### src/rtl/vsync_generator.sv
// Synthetic active-low VSYNC source at PAL or NTSC frame rate from the 10 kHz oscillator.
// Mode and run/stop requests are honoured only at frame boundaries, so frames are never truncated.
module vsync_generator #(
    parameter int PAL_PERIOD  = 200,
    parameter int NTSC_PERIOD = 167,
    parameter int PULSE_WIDTH = 2
) (
    input  logic       clk_10k,
    input  logic       rst,
    input  logic       enable,
    input  logic       pal_sel,
    output logic       vsync_n,
    output logic       frame_start,
    output logic       field,
    output logic       mode_pal,
    output logic [7:0] frame_count,
    output logic       busy
);

    localparam logic [7:0] PAL_LAST  = 8'(PAL_PERIOD - 1);
    localparam logic [7:0] NTSC_LAST = 8'(NTSC_PERIOD - 1);
    localparam logic [7:0] SYNC_LAST = 8'(PULSE_WIDTH - 1);

    typedef enum logic [1:0] {
        IDLE,
        SYNC,
        ACTIVE
    } state_t;

    state_t     state;
    logic [7:0] tick_cnt;
    logic [7:0] frame_last;
    logic       at_boundary;

    assign frame_last  = mode_pal ? PAL_LAST : NTSC_LAST;
    // Out-of-range counts (e.g. after an upset) also end the frame.
    assign at_boundary = (state != IDLE) && (tick_cnt >= frame_last);

    always_ff @(posedge clk_10k or posedge rst) begin
        if (rst) begin
            state       <= IDLE;
            tick_cnt    <= 8'd0;
            vsync_n     <= 1'b1;
            frame_start <= 1'b0;
            field       <= 1'b0;
            mode_pal    <= 1'b0;
            frame_count <= 8'd0;
            busy        <= 1'b0;
        end else begin
            frame_start <= 1'b0;
            if (state == IDLE) begin
                tick_cnt <= 8'd0;
                vsync_n  <= 1'b1;
                busy     <= 1'b0;
                if (enable) begin
                    state       <= SYNC;
                    vsync_n     <= 1'b0;
                    frame_start <= 1'b1;
                    mode_pal    <= pal_sel;
                    field       <= 1'b0;
                    frame_count <= 8'd0;
                    busy        <= 1'b1;
                end
            end else if (at_boundary) begin
                tick_cnt <= 8'd0;
                if (enable) begin
                    state       <= SYNC;
                    vsync_n     <= 1'b0;
                    frame_start <= 1'b1;
                    mode_pal    <= pal_sel;
                    field       <= ~field;
                    frame_count <= frame_count + 8'd1;
                end else begin
                    state   <= IDLE;
                    vsync_n <= 1'b1;
                    busy    <= 1'b0;
                end
            end else begin
                tick_cnt <= tick_cnt + 8'd1;
                case (state)
                    SYNC: begin
                        if (tick_cnt >= SYNC_LAST) begin
                            state   <= ACTIVE;
                            vsync_n <= 1'b1;
                        end
                    end
                    ACTIVE: vsync_n <= 1'b1;
                    default: begin
                        state    <= IDLE;
                        tick_cnt <= 8'd0;
                        vsync_n  <= 1'b1;
                        busy     <= 1'b0;
                    end
                endcase
            end
        end
    end

endmodule

### config.mk
export PLATFORM = sky130hd
export DESIGN_NAME = vsync_generator
export DESIGN_NICKNAME = d
export VERILOG_FILES = /design/src/rtl/vsync_generator.sv
export SDC_FILE = /design/constraint.sdc
export NUM_CORES = 1
export LEC_CHECK = 0
export BUFFER_PORTS_ARGS = -buffer_cell sky130_fd_sc_hd__buf_2
export CORE_UTILIZATION = 55
export CTS_CLUSTER_SIZE = 25
export DETAILED_ROUTE_END_ITERATION = 12
export PLACE_DENSITY = 0.77
export SETUP_SLACK_MARGIN = 0.3
export SYNTH_ARGS = -nofsm -noshare
export SYNTH_HDL_FRONTEND = slang
export SYNTH_SLANG_ARGS = --single-unit
### constraint.sdc
create_clock -name clk_10k -period 2.7 [get_ports clk_10k]
set_input_delay 0.135 -clock clk_10k [delete_from_list [all_inputs] [get_ports clk_10k]]
set_output_delay 0.135 -clock clk_10k [all_outputs]
set_load 0.03 [all_outputs]
==> results of run 1 <==
-- logic make-up after synthesis --
family | after synthesis | synth area share [%]
mux | 1 | 0.876
flops | 23 | 44.9
simple gates | 49 | 19.1
compound gates | 26 | 15.1
buf+inv | 19 | 6.23
xor+xnor | 6 | 4.09
fa+ha+maj | 10 | 9.74
-- path summary, 6_finish.rpt --
kind                        startpoint        endpoint  cells past startpoint
setup reg to reg           tick_cnt[0]            busy                      7
setup / recovery           tick_cnt[0]            busy                      7
max in group asynchronous          rst  frame_count[0]                      3
hold reg to reg                  field           field                      1
hold / removal                 pal_sel        mode_pal                      2
min in group asynchronous          rst        mode_pal                      3
-- synthesized netlist by cell type (all sizes together) (2+ instances only) --
cell	instances
nand4	3
and3	3
dfrtp	22
nand2	8
ha	10
nor4	2
a21oi	8
inv	16
xor2	5
o221ai	4
nor2	15
o21ai	6
buf	2
nand2b	2
nand3	10
-- what timing repair did --
item | in CTS | in global routing
hold buffers | 1 | 0
endpoints found under the hold margin | 11 | 0
resized for setup | 0 | 1
setup endpoints to repair | 0 | 2
-- metrics by stage --
stage / hold slack [ps] / setup WS [ps] / instances
final: 44.1 / 488 / 180
after global routing: 46.8 / 365 / 180
after CTS: 51.2 / 421 / 180
after detailed placement: 338 / 430 / 175
after global placement: 335 / 522 / 175
after floorplan: 136 / 742 / 134
-- sequential cells by signal (all words and copies together), names as in the netlist --
name,count
busy,1
field,1
frame_count,8
frame_start,1
mode_pal,1
state,2
tick_cnt,8
vsync_n,1
-- critical path, cell delays in order, from the launching register on --
cell and delay (ps):
sky130_fd_sc_hd__dfrtp_1 460, sky130_fd_sc_hd__inv_1 100, sky130_fd_sc_hd__ha_1 280, sky130_fd_sc_hd__nand2b_1 140, sky130_fd_sc_hd__a31oi_1 260, sky130_fd_sc_hd__o21ai_4 180
sky130_fd_sc_hd__or3b_1 530, sky130_fd_sc_hd__o22ai_2 190
-- power groups by stage --
stage | Clock (mW) | Sequential [mW] | Combinational, mW
6_report | 0.160 | 0.344 | 0.0134
4_1_cts | 0.160 | 0.344 | 0.0137
5_1_grt | 0.173 | 0.345 | 0.0156
2_1_floorplan | 0 | 0.351 | 0.00754
3_5_place_dp | 0 | 0.351 | 0.0126
3_3_place_gp | 0 | 0.351 | 0.0124
-- metal layers --
layer	global-route usage (%)	part of all wire, %	up-vias	routed length (um)
li1	-	-	507	-
met1	31.3	47	498	1190
met2	37.6	48	22	1230
met3	3.94	3.9	4	99
met4	6.48	1.1	0	27
met5	0	0	-	0
-- final cells by class --
class	instances	area [um^2]	area share, %
repair buffers	17	90.1	6.33
inverters	16	60.1	4.22
well taps	28	35.0	2.46
flip-flops and latches	23	577	40.5
clock buffers	4	26.3	1.85
multi-input cells	92	636	44.6
==> impl_results.html, run 1 <==
<table>
<tr><th>Metric</th><th>Value</th></tr>
<tr><th colspan="2">Run status</th></tr>
<tr><td>Outcome</td><td>finished, final reports clean</td></tr>
<tr><th colspan="2">Critical path</th></tr>
<tr><td>Sort of element at the end of the critical path</td><td>flop</td></tr>
<tr><td>Worst EP arrival</td><td>2450 ps</td></tr>
<tr><td>Startpoint types</td><td>flop</td></tr>
<tr><td>Crit path kind</td><td>flop to flop</td></tr>
<tr><td>R2R Setup Slk</td><td>a little under 500 ps</td></tr>
<tr><td>Required time reported for the critical path endpoint</td><td>2930 ps</td></tr>
<tr><td>Maximum fanout count along the critical path</td><td>15</td></tr>
<tr><th colspan="2">STA</th></tr>
<tr><td>Setup repair after global routing missed its margin</td><td>no</td></tr>
<tr><td>Final worst-path cycle share</td><td>81.9%</td></tr>
<tr><td>Max_slew headroom</td><td>a little over two fifths</td></tr>
<tr><td>Clock Skew</td><td>around 17 ps</td></tr>
<tr><td>Achievable frequency</td><td>about 0.45 GHz</td></tr>
<tr><td>Final Slew Violations</td><td>0</td></tr>
<tr><td>Transition time at the pin with the least slew margin</td><td>~850 ps</td></tr>
<tr><td>Accumulated negative setup slack</td><td>0 ps</td></tr>
<tr><td>Final count of hold timing violations</td><td>0</td></tr>
<tr><td>Final critical path time including I/O delays and setup</td><td>about 2200 ps</td></tr>
<tr><td>Final setup violation count</td><td>0</td></tr>
<tr><th colspan="2">Routing</th></tr>
<tr><td>Routed wire length per instance</td><td>14.2 um</td></tr>
<tr><td>Via-per-instance ratio</td><td>about 5.7</td></tr>
<tr><td>Remaining antenna violation count after routing</td><td>0</td></tr>
<tr><td>Iteration-0 DRC count of the detailed router</td><td>19</td></tr>
<tr><td>DR vias</td><td>1,031</td></tr>
<tr><td>Total DRC errors in the routed layout</td><td>0</td></tr>
<tr><td>Drt pass-1 iters</td><td>4</td></tr>
<tr><td>Routed wire length</td><td>between 2 and 3 mm</td></tr>
<tr><th colspan="2">Die</th></tr>
<tr><td>Number of ports placed on the die boundary</td><td>17</td></tr>
<tr><td>Standard-cell rows</td><td>17</td></tr>
<tr><td>Total Die Area</td><td>between 0.002 and 0.003 mm^2</td></tr>
<tr><td>Area of the placeable core</td><td>between 0.002 and 0.0025 mm^2</td></tr>
<tr><td>Initial standard-cell utilization of the core</td><td>between 50% and 60%</td></tr>
<tr><td>Vert. Die Dim</td><td>roughly 50 um</td></tr>
<tr><td>Die outline width</td><td>approximately 50 um</td></tr>
<tr><th colspan="2">Finish</th></tr>
<tr><td>Number of filler cells placed in the layout</td><td>around 190</td></tr>
<tr><td>Post-layout nets</td><td>167</td></tr>
<tr><td>Utilization of the core after routing</td><td>64.4%</td></tr>
<tr><td>Inserted Diodes</td><td>0</td></tr>
<tr><td>Layout Area Growth over Synthesis</td><td>10.8%</td></tr>
<tr><td>Post-route standard cell area excluding fillers</td><td>approximately 0.0014 mm^2</td></tr>
<tr><td>Most common cell after layout, fill and taps aside</td><td>sky130_fd_sc_hd__dfrtp_1</td></tr>
<tr><td>Fraction of layout cells with a size suffix above 1</td><td>between 15 and 20%</td></tr>
<tr><td>Commonest cells after routing, fill and taps aside</td><td>sky130_fd_sc_hd__dfrtp_1 (22), sky130_fd_sc_hd__buf_2 (16), sky130_fd_sc_hd__inv_1 (15), sky130_fd_sc_hd__nor2_1 (15)</td></tr>
<tr><th colspan="2">Synthesis</th></tr>
<tr><td>Area fraction of the dominant cell type after synthesis</td><td>42.8%</td></tr>
<tr><td>Library cell occupying the most area in the post-synthesis netlist</td><td>sky130_fd_sc_hd__dfrtp_1</td></tr>
<tr><td>Net Count, Synth</td><td>around 150</td></tr>
<tr><td>Ys flop type</td><td>sky130_fd_sc_hd__dfrtp_1</td></tr>
<tr><td>Post-synthesis async set-or-reset flop share</td><td>between 90% and 100%</td></tr>
<tr><td>Largest cells by area after synthesis</td><td>sky130_fd_sc_hd__dfrtp_1 (43%), sky130_fd_sc_hd__ha_1 (9.7%), sky130_fd_sc_hd__inv_1 (4.4%)</td></tr>
<tr><td>Synth warn</td><td>0</td></tr>
<tr><td>Gate count of the mapped netlist</td><td>~130</td></tr>
<tr><td>Number of distinct library cells after synthesis</td><td>37</td></tr>
<tr><td>Synth Register Bits</td><td>23</td></tr>
<tr><td>Seq/Total Area, Yosys</td><td>roughly 45%</td></tr>
<tr><td>Number of synthesized flops with an enable pin</td><td>0</td></tr>
<tr><td>Syn Std Cell Area</td><td>approximately 0.0013 mm^2</td></tr>
<tr><td>Per-instance average area after synthesis</td><td>approximately 9.6 um^2</td></tr>
<tr><th colspan="2">Clock network</th></tr>
<tr><td>Worst skew pair latency</td><td>320 ps</td></tr>
<tr><td>CTS max path bufs</td><td>2</td></tr>
<tr><td>Number of setup buffers added after CTS</td><td>0</td></tr>
<tr><td>Total number of clock tree sinks</td><td>23</td></tr>
<tr><td>Clk Tree Root Cell</td><td>sky130_fd_sc_hd__clkbuf_4</td></tr>
<tr><td>CTS tree</td><td>built</td></tr>
<tr><td>Clock-pin slew on the worst setup and hold paths</td><td>130 ps</td></tr>
<tr><td>Number of buffers created by CTS</td><td>3</td></tr>
<tr><td>H-tree levels</td><td>1</td></tr>
<tr><th colspan="2">Placement</th></tr>
<tr><td>Post-DP Area</td><td>0.00138 mm^2</td></tr>
<tr><td>Detailed-placement wirelength estimate</td><td>around 1.9 mm</td></tr>
<tr><td>Weighted congestion reported at the end of routability-driven placement</td><td>~0.83</td></tr>
<tr><td>Number of buffer cells added on primary ports</td><td>16</td></tr>
<tr><th colspan="2">Power and ir drop</th></tr>
<tr><td>Switching share of total power</td><td>21.7%</td></tr>
<tr><td>Final total power</td><td>0.517 mW</td></tr>
<tr><td>Power density over the cells</td><td>around 360 mW/mm^2</td></tr>
<tr><td>Share of power burned in combinational logic</td><td>~2.6%</td></tr>
<tr><td>Net switching power</td><td>around 0.11 mW</td></tr>
<tr><td>Sequential group share of total power</td><td>between 60% and 70%</td></tr>
<tr><td>Internal power contribution</td><td>0.405 mW</td></tr>
<tr><td>Lkg Pwr</td><td>around 0.69 nW</td></tr>
<tr><td>Clock share of power</td><td>a little under a third</td></tr>
<tr><td>Worst voltage drop across the vdd grid</td><td>about 0.00028 V</td></tr>
<tr><th colspan="2">Global route</th></tr>
<tr><td>Pin count of the biggest net entering global routing</td><td>24</td></tr>
<tr><td>Wire length of the first global-routing pass</td><td>between 4 and 5 mm</td></tr>
<tr><td>Total routing resource utilization after global routing</td><td>between 20% and 30%</td></tr>
<tr><td>Number of antenna violations at the first check in global routing</td><td>0</td></tr>
<tr><td>Via count of the first global-routing pass</td><td>1,025</td></tr>
<tr><td>Remaining Overflow, GRT</td><td>0</td></tr>
<tr><th colspan="2">Flow run</th></tr>
<tr><td>Max capacitance violation total</td><td>0</td></tr>
<tr><th colspan="2">Min path</th></tr>
<tr><td>Worst hold path class</td><td>primary input to flop</td></tr>
</table>
Power figures use the tool's default switching activity.
==> run 2: changes to the inputs <==
--- a/config.mk
+++ b/config.mk
@@ -6,10 +6,10 @@
 export NUM_CORES = 1
 export LEC_CHECK = 0
 export BUFFER_PORTS_ARGS = -buffer_cell sky130_fd_sc_hd__buf_2
-export CORE_UTILIZATION = 55
+export CORE_UTILIZATION = 50
 export CTS_CLUSTER_SIZE = 25
 export DETAILED_ROUTE_END_ITERATION = 12
-export PLACE_DENSITY = 0.77
+export PLACE_DENSITY = 0.73
 export SETUP_SLACK_MARGIN = 0.3
 export SYNTH_ARGS = -nofsm -noshare
 export SYNTH_HDL_FRONTEND = slang
==> constraint.sdc (replaced) <==
create_clock -name clk_10k -period 1.8 [get_ports clk_10k]
set_input_delay 0.09 -clock clk_10k [delete_from_list [all_inputs] [get_ports clk_10k]]
set_output_delay 0.09 -clock clk_10k [all_outputs]
set_load 0.03 [all_outputs]
==> impl_results.html, run 2 (same netlist as run 1, synthesis figures left out) <==
<table>
<tr><th>Metric</th><th>Value</th></tr>
<tr><th colspan="2">Power and ir drop</th></tr>
<tr><td>Power density over the cells</td><td>453 mW/mm^2 (+25%)</td></tr>
<tr><td>Lkg Pwr</td><td>0.782 nW (+13%)</td></tr>
<tr><td>Worst voltage drop across the vdd grid</td><td>0.000427 V (+52%)</td></tr>
<tr><th colspan="2">Global route</th></tr>
<tr><td>Pin count of the biggest net entering global routing</td><td>13 (-46%)</td></tr>
<tr><td>Via count of the first global-routing pass</td><td>1,099 (+7.2%)</td></tr>
<tr><td>Number of antenna violations at the first check in global routing</td><td>0 (unchanged)</td></tr>
<tr><td>Remaining Overflow, GRT</td><td>0 (unchanged)</td></tr>
<tr><td>Total routing resource utilization after global routing</td><td>25.3% (+2.3 points)</td></tr>
<tr><td>Wire length of the first global-routing pass</td><td>4.97 mm (+12%)</td></tr>
<tr><th colspan="2">Critical path</th></tr>
<tr><td>Cell at the slowest stage of the critical path</td><td>sky130_fd_sc_hd__dfrtp_2</td></tr>
<tr><td>Number of buffer and inverter instances along the worst setup path</td><td>2 (+1)</td></tr>
<tr><td>Worst EP arrival</td><td>2060 ps (-390 ps)</td></tr>
<tr><td>Longest individual stage delay on the worst path</td><td>470 ps (-60 ps)</td></tr>
<tr><td>Most frequent cell on the critical path</td><td>sky130_fd_sc_hd__inv_2</td></tr>
<tr><td>Family with the most delay on the worst path</td><td>flip-flops</td></tr>
<tr><td>Maximum fanout count along the critical path</td><td>5 (-10)</td></tr>
<tr><td>Crit path kind</td><td>flop to flop</td></tr>
<tr><td>Worst-path cell chain</td><td>inv_2, ha_4, nand4b_1, o21ai_4, o21ai_2, inv_2, mux2_4</td></tr>
<tr><td>Sort of element at the end of the critical path</td><td>flop</td></tr>
<tr><td>Startpoint types</td><td>flop</td></tr>
<tr><td>Required time reported for the critical path endpoint</td><td>2010 ps (-920 ps)</td></tr>
<tr><th colspan="2">Routing</th></tr>
<tr><td>Iteration-0 DRC count of the detailed router</td><td>16 (-3)</td></tr>
<tr><td>Drt pass-1 iters</td><td>4 (unchanged)</td></tr>
<tr><td>Routed wire length per instance</td><td>16.2 um (+14%)</td></tr>
<tr><td>DR vias</td><td>1,139 (+10%)</td></tr>
<tr><td>Via-per-instance ratio</td><td>5.72 (about the same)</td></tr>
<tr><td>Total DRC errors in the routed layout</td><td>0 (unchanged)</td></tr>
<tr><td>Remaining antenna violation count after routing</td><td>0 (unchanged)</td></tr>
<tr><td>Routed wire length</td><td>3.22 mm (+26%)</td></tr>
<tr><th colspan="2">Run status</th></tr>
<tr><td>Violated checks</td><td>setup timing</td></tr>
<tr><td>Outcome</td><td>complete, but fails checks</td></tr>
<tr><th colspan="2">Finish</th></tr>
<tr><td>Inserted Diodes</td><td>0 (unchanged)</td></tr>
<tr><td>Layout Area Growth over Synthesis</td><td>34.8%</td></tr>
<tr><td>Post-route standard cell area excluding fillers</td><td>0.00173 mm^2 (+22%)</td></tr>
<tr><td>Commonest cells after routing, fill and taps aside</td><td>sky130_fd_sc_hd__dfrtp_1 (21), sky130_fd_sc_hd__buf_2 (16), sky130_fd_sc_hd__inv_1 (13)</td></tr>
<tr><td>Largest registers ranked by flip-flop count</td><td>frame_count (8), tick_cnt (8), state (2)</td></tr>
<tr><td>Most common cell after layout, fill and taps aside</td><td>sky130_fd_sc_hd__dfrtp_1</td></tr>
<tr><td>Post-layout nets</td><td>184 (+10%)</td></tr>
<tr><td>Utilization of the core after routing</td><td>70.5% (+6.2 points)</td></tr>
<tr><td>Fraction of layout cells with a size suffix above 1</td><td>43.2% (+25 points)</td></tr>
<tr><th colspan="2">Die</th></tr>
<tr><td>Die outline width</td><td>52.7 um (+4.7%)</td></tr>
<tr><td>Area of the placeable core</td><td>0.00245 mm^2 (+11%)</td></tr>
<tr><td>Standard-cell rows</td><td>18 (+1)</td></tr>
<tr><td>Number of ports placed on the die boundary</td><td>17 (unchanged)</td></tr>
<tr><td>Total Die Area</td><td>0.00278 mm^2 (+9.6%)</td></tr>
<tr><td>Initial standard-cell utilization of the core</td><td>52.3% (-5.7 points)</td></tr>
<tr><td>Vert. Die Dim</td><td>52.7 um (+4.7%)</td></tr>
<tr><th colspan="2">Placement</th></tr>
<tr><td>Pre-CTS setup slack</td><td>-105 ps (-535 ps)</td></tr>
<tr><td>Weighted congestion reported at the end of routability-driven placement</td><td>0.845 (+1.3%)</td></tr>
<tr><td>Post-DP Area</td><td>0.00148 mm^2 (+7.2%)</td></tr>
<tr><td>Detailed-placement wirelength estimate</td><td>2.12 mm (+13%)</td></tr>
<tr><td>Number of buffer cells added on primary ports</td><td>16 (unchanged)</td></tr>
<tr><th colspan="2">STA</th></tr>
<tr><td>Final Slew Violations</td><td>0 (unchanged)</td></tr>
<tr><td>Final setup violation count</td><td>8 (+8)</td></tr>
<tr><td>Max_slew headroom</td><td>68.4% (+25 points)</td></tr>
<tr><td>Final worst-path cycle share</td><td>103% (+21 points)</td></tr>
<tr><td>Achievable frequency</td><td>0.541 GHz (+20%)</td></tr>
<tr><td>Final critical path time including I/O delays and setup</td><td>1850 ps (-365 ps)</td></tr>
<tr><td>Clock Skew</td><td>5.73 ps (-10.9 ps)</td></tr>
<tr><td>Setup repair after global routing missed its margin</td><td>yes</td></tr>
<tr><td>Transition time at the pin with the least slew margin</td><td>473 ps (-372 ps)</td></tr>
<tr><td>Setup WS post-layout</td><td>-47.7 ps (-535 ps)</td></tr>
<tr><td>Final count of hold timing violations</td><td>0 (unchanged)</td></tr>
<tr><th colspan="2">Clock network</th></tr>
<tr><td>Total number of clock tree sinks</td><td>23 (unchanged)</td></tr>
<tr><td>CTS max path bufs</td><td>2 (unchanged)</td></tr>
<tr><td>Clock-pin slew on the worst setup and hold paths</td><td>120 ps (about the same)</td></tr>
<tr><td>Number of buffers created by CTS</td><td>3 (unchanged)</td></tr>
<tr><td>Clk Tree Root Cell</td><td>sky130_fd_sc_hd__clkbuf_4</td></tr>
<tr><td>CTS tree</td><td>built</td></tr>
<tr><td>Worst skew pair latency</td><td>310 ps (about the same)</td></tr>
<tr><td>H-tree levels</td><td>1 (unchanged)</td></tr>
<tr><th colspan="2">Min path</th></tr>
<tr><td>Worst hold path class</td><td>primary input to flop</td></tr>
<tr><th colspan="2">Flow run</th></tr>
<tr><td>Max capacitance violation total</td><td>0 (unchanged)</td></tr>
</table>
-- run 2: per-stage QoR --
stage / hold WS, ps / cells / power (mW) / setup TNS, ps
global route: 18.4 / 199 / 0.809 / -1080
global placement: 126 / 188 / 0.550 / -29.7
CTS: 31.1 / 198 / 0.785 / -26.9
detailed placement: 129 / 188 / 0.550 / -534
floorplan: 91.1 / 134 / 0.538 / -93.2
finish: 27.9 / 199 / 0.785 / -268
-- run 2: layer usage --
layer / track usage, % / wire length, um
met5: 0 / 0
met4: 10.5 / 63
met3: 3.77 / 117
met2: 43.2 / 1610
met1: 31.5 / 1430
-- run 2: worst register-to-register path, delay by kind of cell, from the launching register on --
kind | cells | cell delay (ps)
compound gates | 2 | 380
fa+ha+maj | 1 | 260
buf+inv | 2 | 190
flops | 1 | 470
mux | 1 | 300
simple gates | 1 | 150
-- run 2: power by group --
group,switching (mW),internal (mW)
Combinational,0.0185,0.00745
Clock,0.156,0.0866
Sequential,0,0.517
-- run 2: layout make-up --
type                            instances  area (um^2)
Clock buffer                            4         26.3
Fill cell                             189          723
Inverter                               16         60.1
Multi-Input combinational cell         93          797
Sequential cell                        23          578
Tap cell                               30         37.5
Timing Repair Buffer                   33          233
-- run 2: what timing repair did --
action,CTS,global route
hold endpoints to repair,11,0
hold buffers,1,0
gates resized for setup,29,10
buffers inserted,4,1
setup endpoints to repair,23,23
pin swaps,15,10
cloned,1,0
-- run 2: worst paths after layout --
path                            startpoint              to  slack [ps]  depth (start not counted)
min in group asynchronous              rst  frame_count[7]         310                          3
worst min register to register       field           field         500                          1
worst min-delay path               pal_sel        mode_pal          30                          2
worst max register to register    mode_pal        mode_pal         -50                          7
max in group asynchronous              rst         vsync_n         870                          4
worst max-delay path              mode_pal        mode_pal         -50                          7
==> run 3: changes to the inputs <==
--- a/config.mk
+++ b/config.mk
@@ -9,6 +9,7 @@
 export CORE_UTILIZATION = 50
 export CTS_CLUSTER_SIZE = 25
 export DETAILED_ROUTE_END_ITERATION = 12
+export HOLD_SLACK_MARGIN = 0.08
 export PLACE_DENSITY = 0.73
 export SETUP_SLACK_MARGIN = 0.3
 export SYNTH_ARGS = -nofsm -noshare
==> impl_results.html, run 3 (same netlist as run 1, synthesis figures left out) <==
<table>
<tr><th>Metric</th><th>Value</th></tr>
<tr><th colspan="2">Die</th></tr>
<tr><td>Initial standard-cell utilization of the core</td><td>52.3% (unchanged)</td></tr>
<tr><td>Standard-cell rows</td><td>18 (unchanged)</td></tr>
<tr><td>Total Die Area</td><td>0.00278 mm^2 (unchanged)</td></tr>
<tr><td>Die outline width</td><td>52.7 um (unchanged)</td></tr>
<tr><td>Vert. Die Dim</td><td>52.7 um (unchanged)</td></tr>
<tr><td>Area of the placeable core</td><td>0.00245 mm^2 (unchanged)</td></tr>
<tr><td>Number of ports placed on the die boundary</td><td>17 (unchanged)</td></tr>
<tr><th colspan="2">STA</th></tr>
<tr><td>Max_slew headroom</td><td>68.4% (about the same)</td></tr>
<tr><td>Setup repair after global routing missed its margin</td><td>yes</td></tr>
<tr><td>Final setup violation count</td><td>8 (unchanged)</td></tr>
<tr><td>Final Slew Violations</td><td>0 (unchanged)</td></tr>
<tr><td>Hold_ws</td><td>123 ps (+94.7 ps)</td></tr>
<tr><td>Accumulated negative setup slack</td><td>-275 ps (-7.65 ps)</td></tr>
<tr><td>Transition time at the pin with the least slew margin</td><td>474 ps (+0.422 ps)</td></tr>
<tr><td>Final critical path time including I/O delays and setup</td><td>1850 ps (+1.23 ps)</td></tr>
<tr><td>Clock Skew</td><td>5.90 ps (+0.169 ps)</td></tr>
<tr><td>Final worst-path cycle share</td><td>103% (about the same)</td></tr>
<tr><td>Final count of hold timing violations</td><td>0 (unchanged)</td></tr>
<tr><td>Achievable frequency</td><td>0.541 GHz (about the same)</td></tr>
<tr><td>Setup WS post-layout</td><td>-48.9 ps (-1.23 ps)</td></tr>
<tr><th colspan="2">Routing</th></tr>
<tr><td>Iteration-0 DRC count of the detailed router</td><td>15 (-1)</td></tr>
<tr><td>Via-per-instance ratio</td><td>5.71 (-0.33%)</td></tr>
<tr><td>DR vias</td><td>1,141 (+0.18%)</td></tr>
<tr><td>Remaining antenna violation count after routing</td><td>0 (unchanged)</td></tr>
<tr><td>Total DRC errors in the routed layout</td><td>0 (unchanged)</td></tr>
<tr><td>Drt pass-1 iters</td><td>4 (unchanged)</td></tr>
<tr><td>Routed wire length</td><td>3.21 mm (-0.22%)</td></tr>
<tr><td>Routed wire length per instance</td><td>16.1 um (-0.72%)</td></tr>
<tr><th colspan="2">Placement</th></tr>
<tr><td>Weighted congestion reported at the end of routability-driven placement</td><td>0.845 (unchanged)</td></tr>
<tr><td>Total placed cells including tap cells</td><td>188 (unchanged)</td></tr>
<tr><td>Detailed-placement wirelength estimate</td><td>2.12 mm (unchanged)</td></tr>
<tr><td>Number of buffer cells added on primary ports</td><td>16 (unchanged)</td></tr>
<tr><th colspan="2">Power and ir drop</th></tr>
<tr><td>Switching share of total power</td><td>22.2% (-0.034 points)</td></tr>
<tr><td>Sequential group share of total power</td><td>65.7% (about the same)</td></tr>
<tr><td>Net switching power</td><td>0.174 mW (about the same)</td></tr>
<tr><td>Lkg Pwr</td><td>0.786 nW (+0.53%)</td></tr>
<tr><td>Final total power</td><td>0.787 mW (+0.19%)</td></tr>
<tr><td>Share of power burned in combinational logic</td><td>3.5% (+0.2 points)</td></tr>
<tr><td>Clock share of power</td><td>30.8% (about the same)</td></tr>
<tr><td>Worst voltage drop across the vdd grid</td><td>0.000427 V (about the same)</td></tr>
<tr><td>Internal power contribution</td><td>0.612 mW (+0.23%)</td></tr>
<tr><td>Power density over the cells</td><td>452 mW/mm^2 (-0.39%)</td></tr>
<tr><th colspan="2">Critical path</th></tr>
<tr><td>Maximum fanout count along the critical path</td><td>5 (unchanged)</td></tr>
<tr><td>Start point of the critical path</td><td>mode_pal</td></tr>
<tr><td>Worst reg2reg startpoint</td><td>mode_pal</td></tr>
<tr><td>Worst EP arrival</td><td>2060 ps (about the same)</td></tr>
<tr><td>Worst reg2reg path depth</td><td>7 (unchanged)</td></tr>
<tr><td>Sort of element at the end of the critical path</td><td>flop</td></tr>
<tr><td>Startpoint types</td><td>flop</td></tr>
<tr><td>Crit path kind</td><td>flop to flop</td></tr>
<tr><td>Required time reported for the critical path endpoint</td><td>2010 ps (about the same)</td></tr>
<tr><th colspan="2">Run status</th></tr>
<tr><td>Outcome</td><td>complete, but fails checks</td></tr>
<tr><td>Violated checks</td><td>setup timing</td></tr>
<tr><th colspan="2">Min path</th></tr>
<tr><td>Worst hold path startpoint</td><td>enable</td></tr>
<tr><td>Worst hold path class</td><td>primary input to flop</td></tr>
<tr><td>Worst Hold Path Cells</td><td>3 (+1)</td></tr>
<tr><th colspan="2">Global route</th></tr>
<tr><td>Number of antenna violations at the first check in global routing</td><td>0 (unchanged)</td></tr>
<tr><td>Met3 Use GR</td><td>3.77% (unchanged)</td></tr>
<tr><td>Fraction of met1 tracks used by global routing</td><td>31.5% (unchanged)</td></tr>
<tr><td>Wire length of the first global-routing pass</td><td>4.97 mm (unchanged)</td></tr>
<tr><td>Via count of the first global-routing pass</td><td>1,099 (unchanged)</td></tr>
<tr><td>Remaining Overflow, GRT</td><td>0 (unchanged)</td></tr>
<tr><td>Total routing resource utilization after global routing</td><td>25.3% (unchanged)</td></tr>
<tr><td>Fraction of met2 tracks used by global routing</td><td>43.2% (unchanged)</td></tr>
<tr><td>Most utilized layer in the global route result</td><td>met2</td></tr>
<tr><td>Pin count of the biggest net entering global routing</td><td>13 (unchanged)</td></tr>
<tr><th colspan="2">Clock network</th></tr>
<tr><td>Clk Tree Root Cell</td><td>sky130_fd_sc_hd__clkbuf_4</td></tr>
<tr><td>Number of buffers created by CTS</td><td>3 (unchanged)</td></tr>
<tr><td>CTS max path bufs</td><td>2 (unchanged)</td></tr>
<tr><td>H-tree levels</td><td>1 (unchanged)</td></tr>
<tr><td>CTS tree</td><td>built</td></tr>
<tr><td>Clock-pin slew on the worst setup and hold paths</td><td>130 ps (about the same)</td></tr>
<tr><td>Worst skew pair latency</td><td>310 ps (about the same)</td></tr>
<tr><td>Total number of clock tree sinks</td><td>23 (unchanged)</td></tr>
<tr><th colspan="2">Finish</th></tr>
<tr><td>Fraction of layout cells with a size suffix above 1</td><td>42.9% (-0.25 points)</td></tr>
<tr><td>Most common cell after layout, fill and taps aside</td><td>sky130_fd_sc_hd__dfrtp_1</td></tr>
<tr><td>Inserted Diodes</td><td>0 (unchanged)</td></tr>
<tr><td>Layout Area Growth over Synthesis</td><td>35.5%</td></tr>
<tr><td>Post-layout nets</td><td>185 (+0.54%)</td></tr>
<tr><td>Utilization of the core after routing</td><td>70.9% (+0.41 points)</td></tr>
<tr><td>Final std cells w/o fill</td><td>200 (+0.50%)</td></tr>
<tr><td>Largest registers ranked by flip-flop count</td><td>frame_count (8), tick_cnt (8), state (2)</td></tr>
<tr><td>Commonest cells after routing, fill and taps aside</td><td>sky130_fd_sc_hd__dfrtp_1 (21), sky130_fd_sc_hd__buf_2 (16), sky130_fd_sc_hd__inv_1 (13)</td></tr>
<tr><th colspan="2">Flow run</th></tr>
<tr><td>Max capacitance violation total</td><td>0 (unchanged)</td></tr>
</table>
[run 3: path summary, 6_finish.rpt]
path / end / slack (ps)
max in group asynchronous: vsync_n / 870
min in group asynchronous: frame_count[7] / 310
min reg2reg: field / 500
max reg2reg: mode_pal / -50
max: mode_pal / -50
min: busy / 120
[run 3: cell type report]
class                      instances  area, um^2
multi-input combinational         93         797
timing repair buffer              34         243
tap                               30        37.5
clock buffer                       4        26.3
inverter                          16        60.1
fill                             188         713
sequential                        23         578
[run 3: stage by stage]
step | cell area [um^2] | setup WS, ps
after detailed placement | 1480 | -105
after global placement | 1480 | -29.7
final | 1740 | -48.9
after floorplan | 1300 | -49.5
after CTS | 1700 | -17.8
after global routing | 1740 | -118
[run 3: power groups by stage]
stage               combinational, mW  sequential (mW)  clock (mW)
CTS                            0.0275            0.517       0.242
detailed placement             0.0238            0.526           0
floorplan                      0.0113            0.526           0
global route                   0.0315            0.517       0.262
global placement               0.0234            0.526           0
finish                         0.0276            0.517       0.242
[run 3: per-layer routing]
layer / vias up / routed length, um
li1: 542 / -
met1: 556 / 1420
met2: 34 / 1610
met3: 9 / 122
met4: 0 / 62
met5: - / 0
[run 3: critical path: stages (launching register included)]
cell                       delay (ps)
sky130_fd_sc_hd__dfrtp_2          470
sky130_fd_sc_hd__inv_2             70
sky130_fd_sc_hd__ha_4             260
sky130_fd_sc_hd__nand4b_1         150
sky130_fd_sc_hd__o21ai_4          270
sky130_fd_sc_hd__o21ai_2          110
sky130_fd_sc_hd__inv_2            120
sky130_fd_sc_hd__mux2_4           300
[run 3: repair_timing]
item	CTS	global route
gates cloned	1	0
hold endpoints to repair	12	0
resized for setup	29	10
endpoints found under the setup margin	23	23
pin swaps	15	10
buffers inserted	4	1
hold buffers	2	0
